--- config.mk ---
export PLATFORM = sky130hd
export DESIGN_NAME = wpn_attack_ctrl
export DESIGN_NICKNAME = d
export VERILOG_FILES = /design/src/rtl/wpn_pkg.sv /design/src/rtl/wpn_frame_timer.sv /design/src/rtl/wpn_attack_ctrl.sv
export SDC_FILE = /design/constraint.sdc
export NUM_CORES = 1
export LEC_CHECK = 0
export BUFFER_PORTS_ARGS = -buffer_cell sky130_fd_sc_hd__clkbuf_2
export CAP_MARGIN = 20
export CELL_PAD_IN_SITES_DETAIL_PLACEMENT = 1
export CELL_PAD_IN_SITES_GLOBAL_PLACEMENT = 1
export CORE_MARGIN = 2
export CORE_UTILIZATION = 42
export DETAILED_ROUTE_END_ITERATION = 7
export GPL_TIMING_DRIVEN = 0
export PLACE_DENSITY = 0.84
export SYNTH_ARGS = -nofsm -noshare
export SYNTH_HDL_FRONTEND = slang
export SYNTH_SLANG_ARGS = --single-unit
--- constraint.sdc ---
create_clock -name clk -period 3.73 [get_ports clk]
set_input_delay 0.5595 -clock clk [delete_from_list [all_inputs] [get_ports clk]]
set_output_delay 0.5595 -clock clk [all_outputs]
set_load 0.005 [all_outputs]
--- src/rtl/wpn_pkg.sv ---
// Shared types and constants for the melee weapon attack sequencer.
package wpn_pkg;

  // Width of the signed horizontal animation offset.
  localparam int OFFSET_W = 12;

  // Width of the per-state frame counter; covers any sensible frame count.
  localparam int FRAME_CNT_W = 8;

  // Default phase lengths (in frames) and per-frame swing step (in pixels).
  localparam int WINDUP_FRAMES_DEF   = 2;
  localparam int SWING_FRAMES_DEF    = 4;
  localparam int COOLDOWN_FRAMES_DEF = 5;
  localparam int SWING_STEP_DEF      = 3;

  // Attack phases.
  typedef enum logic [2:0] {
    IDLE     = 3'd0,
    WINDUP   = 3'd1,
    SWING    = 3'd2,
    RECOVER  = 3'd3,
    COOLDOWN = 3'd4
  } wpn_atk_state_t;

endpackage

--- src/rtl/wpn_frame_timer.sv ---
// Counts frame ticks up to a runtime limit; flags the tick that completes
// the count and wraps back to zero on that same tick.
module wpn_frame_timer
  import wpn_pkg::*;
(
  input  logic                   clk,
  input  logic                   rst,
  input  logic                   clear,
  input  logic                   tick,
  input  logic [FRAME_CNT_W-1:0] limit,
  output logic                   done
);

  logic [FRAME_CNT_W-1:0] cnt_r;

  assign done = tick & ~clear & (cnt_r == (limit - FRAME_CNT_W'(1)));

  // Frame counter: clear wins, then wrap on done, else count ticks.
  always_ff @(posedge clk) begin
    if (rst) begin
      cnt_r <= '0;
    end else if (clear) begin
      cnt_r <= '0;
    end else if (done) begin
      cnt_r <= '0;
    end else if (tick) begin
      cnt_r <= cnt_r + FRAME_CNT_W'(1);
    end else begin
      cnt_r <= cnt_r;
    end
  end

endmodule

--- src/rtl/wpn_attack_ctrl.sv ---
// Melee attack sequencer: click -> windup -> swing -> recover -> cooldown,
// paced by frame_tick. Drives the animation offset, draw enable and hit window.
module wpn_attack_ctrl
  import wpn_pkg::*;
#(
  parameter int WINDUP_FRAMES   = WINDUP_FRAMES_DEF,
  parameter int SWING_FRAMES    = SWING_FRAMES_DEF,
  parameter int COOLDOWN_FRAMES = COOLDOWN_FRAMES_DEF,
  parameter int SWING_STEP      = SWING_STEP_DEF
) (
  input  logic                clk,
  input  logic                rst,
  input  logic                enable,
  input  logic                mouse_clicked,
  input  logic                frame_tick,
  input  logic [11:0]         pos_x,
  input  logic [11:0]         xpos_MouseCtl,
  output logic                anim_active,
  output logic [OFFSET_W-1:0] anim_x_offset,
  output logic                facing_left,
  output logic                hit_window,
  output logic                attack_start,
  output logic                busy
);

  localparam logic [OFFSET_W-1:0] STEP_C = OFFSET_W'(SWING_STEP);

  wpn_atk_state_t         state_r;
  wpn_atk_state_t         state_nxt_s;
  logic [OFFSET_W-1:0]    mag_r;
  logic [OFFSET_W-1:0]    mag_nxt_s;
  logic                   pending_r;
  logic                   pending_nxt_s;
  logic                   facing_nxt_s;
  logic                   click_d_r;
  logic                   click_arm_r;
  logic                   click_rise_s;
  logic                   dir_left_s;
  logic                   tmr_clear_s;
  logic                   tmr_tick_s;
  logic                   tmr_done_s;
  logic [FRAME_CNT_W-1:0] tmr_limit_s;

  // A press held across reset must be released before it can count again,
  // so the edge detector is only armed once the button has been seen low.
  assign click_rise_s = mouse_clicked & ~click_d_r & click_arm_r;
  assign dir_left_s   = (xpos_MouseCtl < pos_x);
  assign tmr_clear_s  = ~enable | (state_r == IDLE);
  assign tmr_tick_s   = frame_tick & (state_r != IDLE);

  wpn_frame_timer u_timer (
    .clk   (clk),
    .rst   (rst),
    .clear (tmr_clear_s),
    .tick  (tmr_tick_s),
    .limit (tmr_limit_s),
    .done  (tmr_done_s)
  );

  // Frame budget of the current phase.
  always_comb begin
    tmr_limit_s = FRAME_CNT_W'(1);
    case (state_r)
      WINDUP:   tmr_limit_s = FRAME_CNT_W'(WINDUP_FRAMES);
      SWING:    tmr_limit_s = FRAME_CNT_W'(SWING_FRAMES);
      RECOVER:  tmr_limit_s = FRAME_CNT_W'(SWING_FRAMES);
      COOLDOWN: tmr_limit_s = FRAME_CNT_W'(COOLDOWN_FRAMES);
      default:  tmr_limit_s = FRAME_CNT_W'(1);
    endcase
  end

  // Next phase, offset magnitude, click buffer and latched direction.
  always_comb begin
    state_nxt_s   = state_r;
    mag_nxt_s     = mag_r;
    pending_nxt_s = pending_r;
    facing_nxt_s  = facing_left;
    if (!enable) begin
      state_nxt_s   = IDLE;
      mag_nxt_s     = '0;
      pending_nxt_s = 1'b0;
      facing_nxt_s  = 1'b0;
    end else begin
      case (state_r)
        IDLE: begin
          mag_nxt_s     = '0;
          pending_nxt_s = 1'b0;
          if (click_rise_s) begin
            state_nxt_s  = WINDUP;
            facing_nxt_s = dir_left_s;
          end else begin
            state_nxt_s  = IDLE;
          end
        end
        WINDUP: begin
          mag_nxt_s = '0;
          if (tmr_done_s) begin
            state_nxt_s = SWING;
          end else begin
            state_nxt_s = WINDUP;
          end
        end
        SWING: begin
          if (frame_tick) begin
            mag_nxt_s = mag_r + STEP_C;
          end else begin
            mag_nxt_s = mag_r;
          end
          if (tmr_done_s) begin
            state_nxt_s = RECOVER;
          end else begin
            state_nxt_s = SWING;
          end
        end
        RECOVER: begin
          if (frame_tick) begin
            mag_nxt_s = mag_r - STEP_C;
          end else begin
            mag_nxt_s = mag_r;
          end
          if (click_rise_s) begin
            pending_nxt_s = 1'b1;
          end else begin
            pending_nxt_s = pending_r;
          end
          if (tmr_done_s) begin
            state_nxt_s = COOLDOWN;
          end else begin
            state_nxt_s = RECOVER;
          end
        end
        COOLDOWN: begin
          mag_nxt_s = '0;
          if (tmr_done_s) begin
            pending_nxt_s = 1'b0;
            // A click on the exit tick itself still chains the next attack.
            if (pending_r | click_rise_s) begin
              state_nxt_s  = WINDUP;
              facing_nxt_s = dir_left_s;
            end else begin
              state_nxt_s  = IDLE;
            end
          end else if (click_rise_s) begin
            pending_nxt_s = 1'b1;
          end else begin
            pending_nxt_s = pending_r;
          end
        end
        default: begin
          state_nxt_s   = IDLE;
          mag_nxt_s     = '0;
          pending_nxt_s = 1'b0;
          facing_nxt_s  = 1'b0;
        end
      endcase
    end
  end

  // Sequencer state and outputs, all derived from the next-phase values so
  // every output lines up with the phase it describes.
  always_ff @(posedge clk) begin
    if (rst) begin
      state_r       <= IDLE;
      mag_r         <= '0;
      pending_r     <= 1'b0;
      click_d_r     <= 1'b0;
      click_arm_r   <= 1'b0;
      facing_left   <= 1'b0;
      anim_active   <= 1'b0;
      anim_x_offset <= '0;
      hit_window    <= 1'b0;
      attack_start  <= 1'b0;
      busy          <= 1'b0;
    end else begin
      state_r       <= state_nxt_s;
      mag_r         <= mag_nxt_s;
      pending_r     <= pending_nxt_s;
      click_d_r     <= mouse_clicked;
      click_arm_r   <= click_arm_r | ~mouse_clicked;
      facing_left   <= facing_nxt_s;
      anim_active   <= (state_nxt_s == WINDUP) | (state_nxt_s == SWING) |
                       (state_nxt_s == RECOVER);
      anim_x_offset <= facing_nxt_s ? (OFFSET_W'(0) - mag_nxt_s) : mag_nxt_s;
      hit_window    <= (state_nxt_s == SWING);
      attack_start  <= (state_nxt_s == WINDUP) & (state_r != WINDUP);
      busy          <= (state_nxt_s != IDLE);
    end
  end

endmodule
### Yosys cells after proc, flatten, opt, wreduce, memory -nomap -nowiden

Cells that the tools add are included.

| operators by class | value |
|---|---|
| add/sub/neg operators | 5 |
| multiply operators | 0 |
| div/mod/pow operators | 0 |
| order comparisons | 1 |
| eq/ne operators | 9 |
| shift-type cells | 0 |
| muxes and demuxes | 22 |
| bitwise gates (word level) | 15 |
| reduce and logical (&&, ||, !) cells | 8 |

Operator list:

| operator | number |
|---|---|
| $mux 12 | 4 |
| $pmux 12 s2 | 1 |
| $pmux 3 s5 | 1 |
| $add 12x2->12 const B | 1 |
| $eq 3x2->1 const B | 4 |
| $lt 12x12->1 | 1 |
| $sub 1x12->12 const A | 1 |
| $sub 12x2->12 const B | 1 |
| $mux 1 | 9 |
| $mux 3 | 3 |
| $pmux 3 s3 | 1 |
| $add 8x1->8 const B | 1 |
| $eq 8x8->1 | 1 |
| $and 1x1->1 | 6 |
| $eq 3x1->1 const B | 2 |
| $pmux 1 s3 | 2 |
| $reduce_bool 3->1 | 2 |
| $reduce_or 2->1 | 3 |
| $reduce_or 3->1 | 2 |
| $or 1x1->1 | 5 |
| $not 1->1 | 4 |
| $sub 3x1->4 const B | 1 |
| $eq 3x3->1 const B | 1 |
| $logic_not 3->1 | 1 |
| 2 further kinds | 2 |

| word-level totals | value |
|---|---|
| register bits after elaboration | 43 |
| latch bits | 0 |
| bits in writable memories | 0 |
| ROM bits | 0 |
| input bits | 29 |
| output and inout port bits | 17 |
| word-level logic and storage cells | 72 |
| memories kept | 0 |

### Depth between registers and ports, before layout

| depth | value |
|---|---|
| word-level depth | 12 |
| depth in mapped cells | 12 |
| depth with buffers taken out | 10 |

### Modules after synthesis

Synthesis repeated with hierarchy kept, for this count alone.

| unflattened totals | value |
|---|---|
| cell total of the unflattened synthesis | 340 |
| area total of the unflattened synthesis | 2907.8 um2 |

Modules (own cells, without submodules):

| module | times used | cells each | area each (um2) | sequential area each (um2) |
|---|---|---|---|---|
| wpn_attack_ctrl | 1 | 270 | 2235.9 | 680.7 |
| wpn_frame_timer | 1 | 70 | 671.9 | 160.2 |

### Worst setup path before layout

OpenSTA, ideal clock, no wires.

| timing path | value |
|---|---|
| path kind | register to register |
| from | reg state_r[0] |
| to | reg anim_x_offset[5] |
| setup time | 121 ps |
| data arrival time | 3055 ps |
| required time | 3609 ps |
| slack | 554 ps |
| stages on the path, launching flop included | 13 |
| buffers on the path | 3 |
| period minus slack after synthesis | 3176 ps |
| cell sequence | dfxtp_1 > buf_2 > buf_2 > or3b_2 > ha_1 > xnor2_1 > mux2i_1 > o22ai_1 > a21bo_2 > a31o_2 > buf_2 > a31oi_1 > mux2_2 |

| on the way | value |
|---|---|
| word-level cells in the longest chain between the ends | 10 |
| elaborated cells between the ends (all ways) | 23 |
| those cells by class | 2 x add/sub; 5 x eq/ne; 7 x mux; 5 x bitwise; 4 x reduce/logical |

Ends and longest elaborated chain:

| what | line | text |
|---|---|---|
| from (decl) | wpn_attack_ctrl.sv:28 | `wpn_atk_state_t state_r;` |
| from (signal assigned) | wpn_attack_ctrl.sv:175 | `state_r <= state_nxt_s;` |
| $eq 3x2->1 | wpn_attack_ctrl.sv:63, wpn_attack_ctrl.sv:84 |  |
| $reduce_or 2->1 (no source line) | n/a |  |
| $pmux 3 s3 | wpn_attack_ctrl.sv:63 | `case (state_r)` |
| $sub 3x1->4 | wpn_frame_timer.sv:16 | `assign done = tick & ~clear & (cnt_r == (limit - FRAME_CNT_W'(1)));` |
| $eq 8x8->1 | wpn_frame_timer.sv:16 |  |
| $and 1x1->1 | wpn_frame_timer.sv:16 |  |
| $mux 1 | wpn_attack_ctrl.sv:134 | `if (tmr_done_s) begin` |
| $pmux 1 s3 | wpn_attack_ctrl.sv:84 | `case (state_r)` |
| $mux 1 | wpn_attack_ctrl.sv:78 | `if (!enable) begin` |
| $mux 12 * | wpn_attack_ctrl.sv:183 | `anim_x_offset <= facing_nxt_s ? (OFFSET_W'(0) - mag_nxt_s) : mag_nxt_s;` |
| to (signal assigned) | wpn_attack_ctrl.sv:183 |  |
| to (decl) | wpn_attack_ctrl.sv:19 | `output logic [OFFSET_W-1:0] anim_x_offset,` |

Every way passes the cells marked *; elsewhere a longest branch is shown, timed or not.
A chain may end at the register's enable or synchronous reset.

### Final worst setup path

| timing path | value |
|---|---|
| from | reg state_r[2] |
| to | reg anim_x_offset[5] |

The elaborated chain is that of the path after synthesis.

==> summary.txt <==
CTS
  – Inserted Clock Buffers: 5
  – Clock Path Buffers: 2
  – Reg clk slew, reported paths: roughly 0.090 ns
  – Clock sink total: 42
  – Post-CTS Setup Bufs: 0
  – Clock latency on the worst-skew pair: 0.30 ns
  – CTS root buffer: clkbuf_8
  – TritonCTS clock tree: built
  – Htree depth: 2

Yosys
  – Synth cell count leaders: dfxtp_1 (42), nor2_1 (34), nand2_1 (27), inv_1 (23), ha_1 (16)
  – Synth area leader: dfxtp_1
  – Number of enable flip-flop cells after synthesis: 0
  – Warnings, synthesis: 0
  – Mapped Area: 0.00272 mm2
  – Main area contributors after synthesis: dfxtp_1 (31%), ha_1 (7.4%), nor2_1 (4.7%)
  – Post-synthesis cell count: 328
  – Yosys cell types: 62
  – Synthesized area per cell: about 8.3 um2
  – Synthesized Nets: 373
  – Yosys top cell area share: between 30 and 40%
  – Post-synthesis register bit count: 42
  – Seq/Total Area, Yosys: 30.9%
  – Most common cell in the netlist: dfxtp_1
  – Asr flop ratio synth: 0%
  – Synth Flop Type: dfxtp_1

Global route
  – Global-route wire length before repair: 12.3 mm
  – Initial antenna violation count: 0
  – GR Overflow Total: 0
  – Pin count of the biggest net entering global routing: 14
  – Vias in the first global route: approximately 2600
  – GR Util All Layers: between 20% and 30%

Die
  – Initial Utilization: a little over two fifths
  – Core area: 0.00631 mm2
  – I/O pins: 46
  – Num rows: 29
  – Die Ht: 84.5 um
  – Die width: 84.5 um
  – Die ar.: 0.00714 mm2

Worst hold path
  – HP Class: in2reg

Layout
  – Post-Layout Inst Area: 0.00314 mm2
  – Sequential cell area: 842 um2
  – Final #Nets: 424
  – Cell Count, Final, Fillers Out: approximately 460
  – Layout area overhead: 15.3%
  – ANT cells: 0
  – Fill count: 777
  – Multi-input logic area: 0.00170 mm2
  – Share of cells above drive strength 1: 21.6%

Flow run
  – Max-capacitance violation count: 0

Worst setup path
  – Crit Path Category: reg2reg
  – Critical Path Fanout Max: 10
  – Startpoint types: flop
  – Critical Path AT: 3.70 ns
  – Worst Path Required: 3.92 ns
  – Setup crit end kind: flop

Routing
  – Vias: ~2500
  – DR vias/cell: between 5 and 6
  – Final ANT Viol Nets: 0
  – WL per Instance: 16.0 um
  – Starting DRT DRC Count: approximately 140
  – Initial DRT Pass Iterations: 4
  – Drt total wl: 7.29 mm
  – Post-route DRC: 0

STA
  – Worst-Margin Slew: ~0.53 ns
  – Hold WS: 0.471 ns
  – RSZ-0062 raised after global routing: false
  – Setup TNS: 0 ns
  – Slew headroom: around two thirds
  – Fmax: 285 MHz
  – Endpoints failing setup: 0
  – Period utilisation layout: 93.9%
  – Fin crit period: 3.50 ns
  – Final Hold Vio Count: 0
  – Final count of pins violating max slew: 0
  – Clock Skew: roughly 0.0057 ns

Placed design
  – Port Buf Inserts: 45
  – DP Area: 0.00304 mm2
  – GPL Wtd Cong: slightly below 0.9
  – Placed cells: 450
  – HPWL Detailed: 5.56 mm

Outcome
  – Status: complete, no violations

Power and ir drop
  – PD cells: between 200 and 300 mW/mm2
  – Max IR drop VDD: between 100 and 150 uV
  – Total power: 865 uW
  – LEAKAGE: 1.41 nW
-- final timing paths --
path,start,endpoint,slack [ns],depth (start not counted)
hold reg to reg,click_arm_r$_SDFF_PP0_,click_arm_r$_SDFF_PP0_,0.48,2
setup / recovery,state_r[2]$_SDFF_PP0_,anim_x_offset[5]$_SDFF_PP0_,0.23,12
setup reg to reg,state_r[2]$_SDFF_PP0_,anim_x_offset[5]$_SDFF_PP0_,0.23,12
hold / removal,mouse_clicked,click_arm_r$_SDFF_PP0_,0.47,2
-- layer usage --
layer / vias up / global-route usage (%) / routed length [um]
met1: 1230 / 28.1 / 3380
met2: 52 / 35.4 / 3520
met5: - / 0 / 0
li1: 1254 / - / -
met3: 9 / 2.95 / 254
met4: 0 / 6.64 / 139
-- registers in the layout, summed over array words and instances, names as in the netlist, 3 cells and up --
| signal | flops |
|---|---|
| state_r | 3 |
| anim_x_offset | 12 |
| u_timer.cnt_r | 8 |
| mag_r | 11 |
-- layout make-up --
class / instances / area share [%]
clock inverters: 1 / 0.279
well taps: 77 / 3.07
multi-input cells: 245 / 54.1
plain buffers: 17 / 2.99
repair buffers: 45 / 7.18
inverters: 23 / 2.75
clock buffers: 7 / 2.75
flip-flops and latches: 42 / 26.8
-- report_power, final --
part	internal [mW]	switching [mW]
sequential	0.451	0.00183
combinational	0.0409	0.0490
clock	0.153	0.169
total	0.645	0.220
-- placed cells by master (no fill, tap or decap), types with 3 or more instances in the layout --
cell      netlist  final
clkbuf_2        0     45
nor3_1         11     11
mux2i_1         8      8
xnor2_1         9      9
nand2_1        27     27
and3_1          5      5
and3b_1         4      4
dfxtp_1        42     41
o221ai_1        3      3
a31oi_1         5      5
nand3_1         7      7
nor2_1         34     34
or4b_1          3      3
o21a_1          3      3
nor3b_1         3      3
buf_2           8      6
mux2_2          3      3
nand4_1         5      5
clkbuf_1        5      6
nand2b_1       11     11
or3_1           3      3
o211ai_1        6      6
nor4b_1         3      3
xor2_1         10     10
nor2b_1         6      6
and2_1          3      3
o21ai_0         7      7
clkbuf_8        0      6
ha_1           16     16
a21oi_1        11     11
inv_1          23     23
nand3b_1        4      4
-- metrics by stage --
step	utilization (%)	setup slack [ns]
finish	49.7	0.227
CTS	49.7	0.00386
floorplan	-	0.554
detailed placement	48.2	0.0283
global route	49.7	0.00742
global placement	48.2	0.0792
-- kinds of logic (layout without fill, tap and decap cells) --
family / after synthesis / after routing / share of synthesized area, %
xor gates and xnor gates: 20 / 20 / 6.71
AOI/OAI and AO/OA: 53 / 53 / 14.1
buffers and inverters: 41 / 93 / 6.71
adders and majority gates: 16 / 16 / 7.35
and+or+nand+nor: 144 / 144 / 29.6
DFF: 42 / 42 / 30.9
muxes: 12 / 12 / 4.60
-- timing repair --
| item | CTS | global route |
|---|---|---|
| endpoints found under the setup margin | 0 | 11 |
| gates resized for setup | 0 | 2 |
| hold buffers | 0 | 0 |
-- critical path, cell delays in order, from the launching register on --
cell and delay, ns:
dfxtp_1 0.30, buf_2 0.17, clkbuf_1 0.22, or3b_2 0.53, ha_1 0.30, xor2_1 0.20
and4b_1 0.29, o21a_1 0.19, nand4_1 0.11, a31o_2 0.34, buf_2 0.22, a31oi_1 0.18
mux2_2 0.36
Power figures use the tool's default switching activity.
